### src/rtl/led_pkg.sv
// led_pkg: shared types for the LED scan controller and the 7-seg decoder it feeds
package led_pkg;
  typedef enum logic {ST_BLANK, ST_DRIVE} scan_state_e;
  localparam int DP_BIT = 4;
  typedef logic [4:0] dig_code_t;
endpackage

### src/rtl/led_tick_gen.sv
// led_tick_gen: prescaler counting 0..i_limit while enabled, pulsing o_tick on terminal count
//   clk, rst_n (sync, active-low) | i_en: count enable | i_limit: terminal value | o_tick: terminal-count strobe
module led_tick_gen
  import led_pkg::*;
#(
  parameter int W = 4
) (
  input  logic         clk,
  input  logic         rst_n,
  input  logic         i_en,
  input  logic [W-1:0] i_limit,
  output logic         o_tick
);
  logic [W-1:0] r_cnt;
  assign o_tick = i_en && (r_cnt == i_limit);
  always_ff @(posedge clk)
    if (!rst_n) r_cnt <= '0;
    else if (i_en) r_cnt <= o_tick ? '0 : r_cnt + 1'b1;
endmodule

### src/rtl/led_scan_ctrl.sv
// led_scan_ctrl: double-buffered time-multiplexed scan controller for a common-anode 7-seg display
//   clk, rst_n (sync, active-low) | en: scan enable | i_data/i_dp: digit nibbles and decimal points
//   i_load: capture strobe | o_dig_ctrl: {dp,nibble} to decoder | o_an: active-low digit enables
//   o_frame: pulse at start of slot 0 | LED_SCAN_BLANK_EN: adds an all-off phase before each digit
module led_scan_ctrl
  import led_pkg::*;
#(
  parameter int NUM_DIGITS = 8,
  parameter int SCAN_DIV   = 50000,
  parameter int BLANK_CYC  = 500
) (
  input  logic                    clk,
  input  logic                    rst_n,
  input  logic                    en,
  input  logic [4*NUM_DIGITS-1:0] i_data,
  input  logic [NUM_DIGITS-1:0]   i_dp,
  input  logic                    i_load,
  output logic [4:0]              o_dig_ctrl,
  output logic [NUM_DIGITS-1:0]   o_an,
  output logic                    o_frame
);
  localparam int CNT_MAX = (SCAN_DIV > BLANK_CYC) ? SCAN_DIV : BLANK_CYC;
  localparam int W = $clog2(CNT_MAX);
  localparam int IW = $clog2(NUM_DIGITS);
  localparam logic [IW-1:0] LAST = IW'(NUM_DIGITS - 1);
`ifdef LED_SCAN_BLANK_EN
  localparam scan_state_e ST_FIRST = ST_BLANK;
`else
  localparam scan_state_e ST_FIRST = ST_DRIVE;
`endif
  scan_state_e             r_state, w_state_nxt;
  logic [IW-1:0]           r_idx, w_idx_nxt;
  logic [W-1:0]            w_limit;
  logic                    w_tick, w_adv, w_wrap;
  logic [4*NUM_DIGITS-1:0] r_pend_data, r_act_data, w_act_data_nxt;
  logic [NUM_DIGITS-1:0]   r_pend_dp, r_act_dp, w_act_dp_nxt, w_an;
  dig_code_t               w_code;
  assign w_limit = (r_state == ST_BLANK) ? W'(BLANK_CYC - 1) : W'(SCAN_DIV - 1);
  led_tick_gen #(.W(W)) u_tick (
    .clk    (clk),
    .rst_n  (rst_n),
    .i_en   (en),
    .i_limit(w_limit),
    .o_tick (w_tick)
  );
  always_ff @(posedge clk)
    if (!rst_n) r_state <= ST_FIRST;
    else r_state <= w_state_nxt;
  // Outputs are registered from next-cycle values so they change on the same edge as idx/state.
  always_comb begin
    w_state_nxt = r_state;
`ifdef LED_SCAN_BLANK_EN
    w_adv = w_tick && (r_state == ST_DRIVE);
    w_state_nxt = w_tick ? ((r_state == ST_BLANK) ? ST_DRIVE : ST_BLANK) : r_state;
`else
    w_adv = w_tick;
    w_state_nxt = ST_DRIVE;
`endif
    w_wrap = w_adv && (r_idx == LAST);
    w_idx_nxt = w_adv ? (w_wrap ? '0 : r_idx + 1'b1) : r_idx;
    // A load coinciding with the frame boundary bypasses pending so slot 0 shows it at once.
    w_act_data_nxt = w_wrap ? (i_load ? i_data : r_pend_data) : r_act_data;
    w_act_dp_nxt = w_wrap ? (i_load ? i_dp : r_pend_dp) : r_act_dp;
    w_code = '0;
    w_code[DP_BIT] = w_act_dp_nxt[w_idx_nxt];
    w_code[DP_BIT-1:0] = w_act_data_nxt[4*w_idx_nxt +: 4];
    w_an = (en && w_state_nxt == ST_DRIVE) ? ~(NUM_DIGITS'(1) << w_idx_nxt) : '1;
  end
  always_ff @(posedge clk)
    if (!rst_n) begin
      r_idx       <= '0;
      r_pend_data <= '0;
      r_pend_dp   <= '0;
      r_act_data  <= '0;
      r_act_dp    <= '0;
      o_an        <= '1;
      o_dig_ctrl  <= '0;
      o_frame     <= 1'b0;
    end else begin
      r_idx      <= w_idx_nxt;
      r_act_data <= w_act_data_nxt;
      r_act_dp   <= w_act_dp_nxt;
      if (i_load) begin
        r_pend_data <= i_data;
        r_pend_dp   <= i_dp;
      end
      o_an    <= w_an;
      o_frame <= w_wrap;
      if (en) o_dig_ctrl <= w_code;
    end
endmodule

### config.mk
export PLATFORM = sky130hd
export DESIGN_NAME = led_scan_ctrl
export DESIGN_NICKNAME = d
export VERILOG_FILES = /design/src/rtl/led_pkg.sv /design/src/rtl/led_tick_gen.sv /design/src/rtl/led_scan_ctrl.sv
export SDC_FILE = /design/constraint.sdc
export NUM_CORES = 1
export LEC_CHECK = 0
export CAP_MARGIN = 25
export CORE_MARGIN = 2
export CORE_UTILIZATION = 59
export DETAILED_ROUTE_END_ITERATION = 7
export PLACE_DENSITY = 0.87
export SLEW_MARGIN = 40
export SYNTH_ARGS = -nofsm -noshare
export SYNTH_HDL_FRONTEND = slang
export SYNTH_SLANG_ARGS = --single-unit
### constraint.sdc
create_clock -name clk -period 5.2 [get_ports clk]
set_clock_uncertainty 0.15 [all_clocks]
set_input_delay 1.04 -clock clk [delete_from_list [all_inputs] [get_ports clk]]
set_output_delay 1.04 -clock clk [all_outputs]
set_load 0.02 [all_outputs]
==> results.tsv, run 1 <==
metric	value	unit
status	finished clean	
wl_per_cell	16.3	um
avgSynthCellArea	9.53	um2
fillers	503	
worstPathMaxFanout	12	
finalCriticalPeriod	3510	ps
synth.most_common_cell	dfxtp_1	
finalHoldViolCount	0	
synth_area	4560	um2
fin_cells	643	
fin_setup_tns	0	ps
slew_violations	0	
cts.sinks	113	
gp_congestion	0.868	
cts_tree	yes	
finalCritPeriodShare	0.675	
clock_path_buffers	2	
critPathKind	primary input to flip-flop	
first_global_vias	3642	
htreeDepth	4	
startpoint_type	primary input	
synthCells	478	
hpwl	6.61	mm
fmax	0.285	GHz
port_buffers	57	
cp-end-kind	flip-flop	
r2r-start	u_tick.r_cnt[11]$_SDFFE_PN0P_	
antenna_found_initial	0	
seq_area	2260	um2
start_util	0.599	
grt_pass1_wl	17.2	mm
yosys_register_bits	113	
coreArea	7610	um2
grt_max_degree	44	
num_io_pins	58	
hold_start	o_dig_ctrl[3]$_SDFFE_PN0P_	
vdd_ir_drop_max	0.240	mV
cts.reportedPaths.clkPinSlew	50	ps
worstRegToRegCells	7	
netlist.area_leader.share	0.496	
numCtsBuffers	17	
worst_pin_slew	744	ps
crit_required	5440	ps
max-slew-margin-rel	0.499	
worstHoldPathCells	2	
die_area	8440	um2
num_rows	32	
hold_buffers	0	
post_cts_buffers	0	
dp.cells	613	
vias	3571	
ant_nets	0	
syn-num-nets	525	
p_leak	2.22	nW
dieHeight	91.9	um
critPathLaunch	en	
via_per_inst	5.55	
first_pass_iters	5	
ys.flop_type	dfxtp_1	
track_usage	0.261	
postSynth.asyncResetShare	0	
drv_cap	0	
cts_root_buf	clkbuf_8	
crit_arrival	3750	ps
ff2ff_setup_slack	2370	ps
grt-ovfl-total	0	
rsz0062_at_grt	no	
synthTopCellsByArea	dfxtp_1 (50%), mux2_2 (9.9%), mux2i_1 (8.8%)	
ys_seq_area_frac	0.496	
pre_cts_ws	1280	ps
finalSetupViolCount	0	
ys_types	39	
p_total	2.09	mW
holdWs	323	ps
num_antenna_cells	0	
holdPathEnd	o_dig_ctrl[3]$_SDFFE_PN0P_	
synth_edf_count	0	
totalWireLength	10.5	mm
area_growth_syn_to_layout	25.3	%
hp-class	flip-flop to flip-flop	
drc	0	
synth.largest_area_cell	dfxtp_1	
drive_gt1_frac	0.144	
setup_slack	1690	ps
yosys_warnings	0	
powerDensity	365	nW/um2
die_w	91.9	um
regToRegEndpoint	o_dig_ctrl[0]$_SDFFE_PN0P_	
multi_input_area	2040	um2
ctsResizeCount	0	
drt_iter0_drc	337	
ys_top_cells_by_count	dfxtp_1 (113), nor2_1 (97), mux2_2 (40), mux2i_1 (40), inv_1 (37)	
nNetsFinal	577	
clkLatencyLatePin	520	ps
## per-stage QoR
stage	utilization	cell area, um2
6_report	0.750	5710
3_5_place_dp	0.676	5140
2_1_floorplan	-	4560
3_3_place_gp	0.676	5140
4_1_cts	0.750	5700
5_1_grt	0.750	5710
## cell families after synthesis
logic type                 synth area share
and+or+nand+nor                       0.166
DFF                                   0.496
muxes                                 0.187
buffers and inverters                0.0577
AOI/OAI and AO/OA                    0.0618
xor gates and xnor gates             0.0231
adders and majority gates           0.00824
## critical path: stages
cell	delay (ps)
clkdlybuf4s50_1	690
nand4_1	260
or4_4	640
nand2_1	140
a2bb2oi_2	440
o22ai_1	170
o21ai_0	240
nand3_1	120
## routing by layer
metal  track usage  vias to the layer above  share of wire
met5             0                        -              0
li1              -                     1693              -
met2         0.447                      135           0.51
met3        0.0641                       35          0.062
met1         0.304                     1708           0.40
met4         0.128                        0          0.029
## cell usage in the layout (no fill, tap or decap), drive strengths merged
master	count
dfxtp	113
nor2	97
clkdlybuf4s50	56
mux2i	40
mux2	40
inv	37
clkbuf	24
o22ai	20
nand2	17
o21ai	12
nand3	10
xor2	9
a21oi	8
or3	7
nand2b	7
and3	6
and2	4
clkinv	4
nand4	3
xnor2	3
ha	3
buf	3
nor4	2
nand4bb	2
bufinv	2
or4	2
or4bb	1
nand4b	1
or4b	1
nor2b	1
nand3b	1
nor3	1
a2bb2oi	1
o22a	1
a31oi	1
nor3b	1
## where the power goes
group	switching, mW	internal, mW	leakage (nW)
clock network	0.370	0.722	0.281
logic	0.0489	0.0518	1.02
registers	0.00561	0.887	0.919
total	0.425	1.66	2.22
## layout make-up
| class | instances | share of cell area |
|---|---|---|
| flip-flops and latches | 113 | 0.396 |
| multi-input cells | 302 | 0.357 |
| well taps | 102 | 0.0224 |
| repair buffers | 59 | 0.102 |
| clock buffers | 24 | 0.0842 |
| clock inverters | 6 | 0.0140 |
| inverters | 37 | 0.0243 |
## state kept, by name (all words and copies together) (netlist names)
| name | flops |
|---|---|
| u_tick.r_cnt | 16 |
| o_frame | 1 |
| r_idx | 3 |
| r_pend_dp | 8 |
| r_act_data | 32 |
| o_dig_ctrl | 5 |
| r_act_dp | 8 |
| r_pend_data | 32 |
| o_an | 8 |
## worst max-delay path by stage
| stage | endpoint | slack, ps | depth (start not counted) |
|---|---|---|---|
| floorplan | o_an[5]$_SDFF_PN1_ | 2250 | 6 |
| global placement | o_dig_ctrl[0]$_SDFFE_PN0P_ | 1410 | 7 |
| detailed placement | o_dig_ctrl[3]$_SDFFE_PN0P_ | 1280 | 7 |
| CTS | o_dig_ctrl[0]$_SDFFE_PN0P_ | 1620 | 7 |
| global route | o_dig_ctrl[0]$_SDFFE_PN0P_ | 1510 | 8 |
| finish | o_dig_ctrl[0]$_SDFFE_PN0P_ | 1690 | 8 |
(Power assumes the default switching activity.)
==> inputs of run 2 (changes only) <==
Settings changed: CORE_UTILIZATION 59 to 49, PLACE_DENSITY 0.87 to 0.78.
Clock period 5.2 ns to 3 ns, I/O delays scaled along.
==> run 2 against run 1 <==
Against the previous run:
- die area up 19%
- global-route usage down 5.6 points
- non-clock buffer count up 8
- sequential power up 74%
- critical endpoint is now o_dig_ctrl[1]$_SDFFE_PN0P_
- clock-buffer cell count down 7
- utilization down 11 points
- hold slack better by 14 ps
- sequential share of layout area down 0.78 points
- largest power group unchanged
- worst setup slack worse by 1500 ps
==> results.tsv, run 2 (synthesized netlist as in run 1, its figures left out) <==
metric	value	unit
die_w	100	um
drive_gt1_frac	0.162	
num_rows	35	
fin_util	0.639	
hold_start	o_dig_ctrl[3]$_SDFFE_PN0P_	
slowest_stage	or4b_1	
wl_per_cell	15.2	um
startpoint_type	flip-flop	
drt_iter0_drc	178	
p_total	3.64	mW
fin_setup_tns	0	ps
rsz0062_at_grt	no	
worstPathMaxFanout	12	
seq_area	2260	um2
first_global_vias	3489	
max_stage_delay	560	ps
fin_area	5820	um2
via_per_inst	5.31	
finalSetupViolCount	0	
pre_cts_ws	-116	ps
start_util	0.500	
cts.sinks	113	
track_usage	0.205	
ant_nets	0	
p_leak	2.25	nW
ff2ff_setup_slack	180	ps
nNetsFinal	585	
hpwl	6.40	mm
fillers	725	
powerDensity	625	nW/um2
drv_cap	0	
worst_pin_slew	562	ps
drc	0	
regToRegEndpoint	o_dig_ctrl[1]$_SDFFE_PN0P_	
fin_cells	661	
totalWireLength	10.1	mm
finalCritPeriodShare	0.940	
area_growth_syn_to_layout	27.8	%
num_antenna_cells	0	
multi_input_area	2030	um2
numCtsBuffers	17	
reg.largest.list	r_act_data x32, r_pend_data x32, u_tick.r_cnt x16	
cts_tree	yes	
port_buffers	57	
crit_arrival	3120	ps
dp.cells	630	
worstRegToRegCells	7	
num_io_pins	58	
gp_congestion	0.816	
status	finished clean	
vdd_ir_drop_max	0.370	mV
cts.reportedPaths.clkPinSlew	60	ps
htreeDepth	4	
cts_root_buf	clkbuf_8	
r2r-start	u_tick.r_cnt[11]$_SDFFE_PN0P_	
crit_chain	or4b_1 -> or4_4 -> or3_1 -> o22a_2 -> o22ai_1 -> o21ai_1 -> nand3_1	
holdPathEnd	o_dig_ctrl[3]$_SDFFE_PN0P_	
layout_commonest_cell	dfxtp_1	
grt_max_degree	59	
hp-class	flip-flop to flip-flop	
mostFrequentLayoutCells	dfxtp_1 (113), nor2_1 (97), clkdlybuf4s50_1 (56)	
fmax	0.355	GHz
ctsResizeCount	0	
place_area	5250	um2
clock_path_buffers	2	
dieHeight	100	um
coreArea	9110	um2
clkLatencyLatePin	510	ps
crit_required	3300	ps
holdWs	337	ps
slew_violations	0	
antenna_found_initial	0	
worstHoldPathCells	2	
finalHoldViolCount	0	
hold_buffers	0	
finalCriticalPeriod	2820	ps
die_area	10100	um2
max-slew-margin-rel	0.625	
grt-ovfl-total	0	
post_cts_buffers	0	
cp-end-kind	flip-flop	
setup_slack	180	ps
grt_pass1_wl	16.1	mm
vias	3510	
critPathKind	flip-flop to flip-flop	
first_pass_iters	5	
critPathLaunch	u_tick.r_cnt[11]$_SDFFE_PN0P_	
==> run 2: cell types whose count changed in the layout (fill, tap and decap cells not counted), moves of 4 or more <==
cell | before | now
clkinvlp_4 | 0 | 6
buf_4 | 3 | 7
clkbuf_8 | 5 | 1
clkinv_2 | 4 | 0
==> run 2: worst max-delay path, delay by kind of cell (launching register included) <==
| kind | cells | cell delay [ps] |
|---|---|---|
| AO/OA/AOI/OAI | 3 | 780 |
| flip-flops | 1 | 350 |
| AND/OR/NAND/NOR | 4 | 1480 |
==> run 2: layer usage <==
metal  vias to the layer above  GRT usage  routed length, um
li1                       1709          -                  -
met1                      1647      0.235               4130
met2                       125      0.352               4980
met3                        29     0.0613                635
met4                         0     0.0896                310
met5                         -          0                  0
==> run 2: worst max-delay path by stage <==
stage                            endpoint  slack [ps]  depth (start not counted)
2_1_floorplan          o_an[5]$_SDFF_PN1_         470                          6
3_3_place_gp   o_dig_ctrl[4]$_SDFFE_PN0P_         -60                          8
3_5_place_dp   o_dig_ctrl[1]$_SDFFE_PN0P_        -120                          8
4_1_cts        o_dig_ctrl[1]$_SDFFE_PN0P_         200                          7
5_1_grt        o_dig_ctrl[2]$_SDFFE_PN0P_         120                          7
6_report       o_dig_ctrl[1]$_SDFFE_PN0P_         180                          7
==> run 2: cell type report <==
cell class                      count  share of cell area
Clock buffer                       17              0.0711
Clock inverter                     14              0.0271
Inverter                           37              0.0239
Timing Repair Buffer               67               0.116
Tap cell                          111              0.0239
Sequential cell                   113               0.389
Multi-Input combinational cell    302               0.349
==> run 2: power by group <==
group | switching, mW | internal, mW | total, mW
combinational | 0.0859 | 0.0956 | 0.181
clock | 0.726 | 1.18 | 1.91
sequential | 0.00987 | 1.54 | 1.55
total | 0.821 | 2.82 | 3.64
==> inputs of run 3 (changes only) <==
Settings changed: CORE_UTILIZATION 49 to 55, PLACE_DENSITY 0.78 to 0.82.
Clock period 3 ns to 3.2 ns, I/O delays scaled along.
==> run 3 against run 2 <==
Against the previous run:
- global-route usage up 3.2 points
- routed wire length shrank 3.4%
- final cell count shrank 1.4%
- worst setup slack improved by 200 ps
- maximum frequency about the same
- clock power decreased by 14%
- sequential cell count did not move
- utilization grew 6.8 points
- sequential share of layout area is 0.48 points higher
- first-iteration DRC count increased by 9.6%
- total power decreased by 10%
- largest power group unchanged
==> results.tsv, run 3 (synthesized netlist as in run 1, its figures left out) <==
metric	value	unit
regToRegEndpoint	o_dig_ctrl[2]$_SDFFE_PN0P_	
clock_path_buffers	2	
antenna_found_initial	0	
finalCritPeriodShare	0.882	
grt_max_degree	45	
via_per_inst	5.33	
start_util	0.560	
finalSetupViolCount	0	
cts.reportedPaths.clkPinSlew	50	ps
track_usage	0.237	
status	finished clean	
drv_cap	0	
r2r-start	u_tick.r_cnt[11]$_SDFFE_PN0P_	
fillers	606	
critPathLaunch	u_tick.r_cnt[11]$_SDFFE_PN0P_	
path_buf_inv	0	
vias	3477	
first_pass_iters	4	
wl_per_cell	14.9	um
worstPathMaxFanout	12	
htreeDepth	4	
rsz0062_at_grt	no	
ff2ff_setup_slack	380	ps
slowest_stage	or4b_1	
cp_top_family	simple AND/OR/NAND/NOR gates	
worst_pin_slew	551	ps
cts_root_buf	clkbuf_8	
critPathKind	flip-flop to flip-flop	
numCtsBuffers	17	
grt-ovfl-total	0	
finalHoldViolCount	0	
cts.sinks	113	
grt_pass1_wl	16.1	mm
worstHoldPathCells	2	
p_leak	2.24	nW
first_global_vias	3489	
drc	0	
gp_congestion	0.921	
max-slew-margin-rel	0.632	
drt_iter0_drc	195	
clkLatencyLatePin	510	ps
cp.depth	7	
port_buffers	57	
hp-class	flip-flop to flip-flop	
dieHeight	95.0	um
ant_nets	0	
fin_area	5750	um2
post_cts_buffers	0	
hpwl	6.41	mm
num_io_pins	58	
ctsResizeCount	0	
crit_required	3430	ps
die_area	9030	um2
num_rows	33	
worstRegToRegCells	7	
coreArea	8130	um2
area_growth_syn_to_layout	26.2	%
cts_tree	yes	
layout_commonest_cell	dfxtp_1	
fmax	0.354	GHz
crit_arrival	3050	ps
nNetsFinal	583	
cp-end-kind	flip-flop	
setup_slack	379	ps
max_stage_delay	580	ps
crit_chain	or4b_1 -> or4_4 -> nand2_1 -> a2bb2oi_2 -> o22ai_1 -> o21ai_0 -> nand3_1	
slew_violations	0	
totalWireLength	9.72	mm
num_antenna_cells	0	
powerDensity	567	nW/um2
fin_setup_tns	0	ps
mostFrequentLayoutCells	dfxtp_1 (113), nor2_1 (97), clkdlybuf4s50_1 (56)	
hold_buffers	0	
drive_gt1_frac	0.155	
finalCriticalPeriod	2820	ps
multi_input_area	2040	um2
die_w	95.0	um
place_area	5220	um2
startpoint_type	flip-flop	
seq_area	2260	um2
pre_cts_ws	28.7	ps
reg.largest.list	r_act_data x32, r_pend_data x32, u_tick.r_cnt x16	
vdd_ir_drop_max	0.407	mV
crit_end	o_dig_ctrl[2]$_SDFFE_PN0P_	
## run 3: changes by cell type in the layout (fill, tap and decap cells not counted)
cell / change
inv_6: -3
clkinv_4: -3
a21oi_2: +1
clkinv_2: +4
buf_12: -1
clkinvlp_4: -5
clkbuf_8: +6
bufinv_16: -2
buf_4: -1
clkbuf_1: +2
a21oi_1: -1
## run 3: worst min path at each step
| stage | to | slack (ps) | startpoint |
|---|---|---|---|
| 2_1_floorplan | r_pend_data[0]$_SDFF_PN0_ | 300 | r_pend_data[0]$_SDFF_PN0_ |
| 3_3_place_gp | r_pend_data[4]$_SDFF_PN0_ | 320 | r_pend_data[4]$_SDFF_PN0_ |
| 3_5_place_dp | o_dig_ctrl[2]$_SDFFE_PN0P_ | 330 | o_dig_ctrl[2]$_SDFFE_PN0P_ |
| 4_1_cts | r_pend_data[21]$_SDFF_PN0_ | 340 | r_pend_data[21]$_SDFF_PN0_ |
| 5_1_grt | o_dig_ctrl[4]$_SDFFE_PN0P_ | 360 | o_dig_ctrl[4]$_SDFFE_PN0P_ |
| 6_report | r_pend_data[4]$_SDFF_PN0_ | 330 | r_pend_data[4]$_SDFF_PN0_ |
## run 3: stage by stage
step	util	total power [mW]	instances	hold slack (ps)
floorplan	-	1.56	478	302
global placement	0.641	1.64	622	319
detailed placement	0.641	1.64	622	330
CTS	0.707	3.29	652	342
global route	0.707	3.38	652	359
finish	0.707	3.26	652	334
## run 3: area by class of cell
| cell class | instances | share of cell area |
|---|---|---|
| clock buffer | 25 | 0.0877 |
| sequential | 113 | 0.393 |
| clock inverter | 5 | 0.00479 |
| tap | 105 | 0.0228 |
| inverter | 37 | 0.0242 |
| multi-input combinational | 302 | 0.354 |
| timing repair buffer | 65 | 0.113 |
## run 3: layer usage
metal	up-vias	global-route usage	wire length [um]
li1	1714	-	-
met1	1641	0.286	4230
met2	101	0.395	4840
met3	21	0.0656	454
met4	0	0.103	202
met5	-	0	0
## run 3: power by group
part,switching (mW),internal [mW],total (mW)
logic,0.0766,0.0872,0.164
registers,0.00898,1.44,1.45
clock network,0.590,1.06,1.65
## run 3: worst register-to-register path, cell delays in order, from the launching register on
cell	delay, ps
dfxtp_1	340
or4b_1	580
or4_4	480
nand2_1	150
a2bb2oi_2	460
o22ai_1	170
o21ai_0	240
nand3_1	110
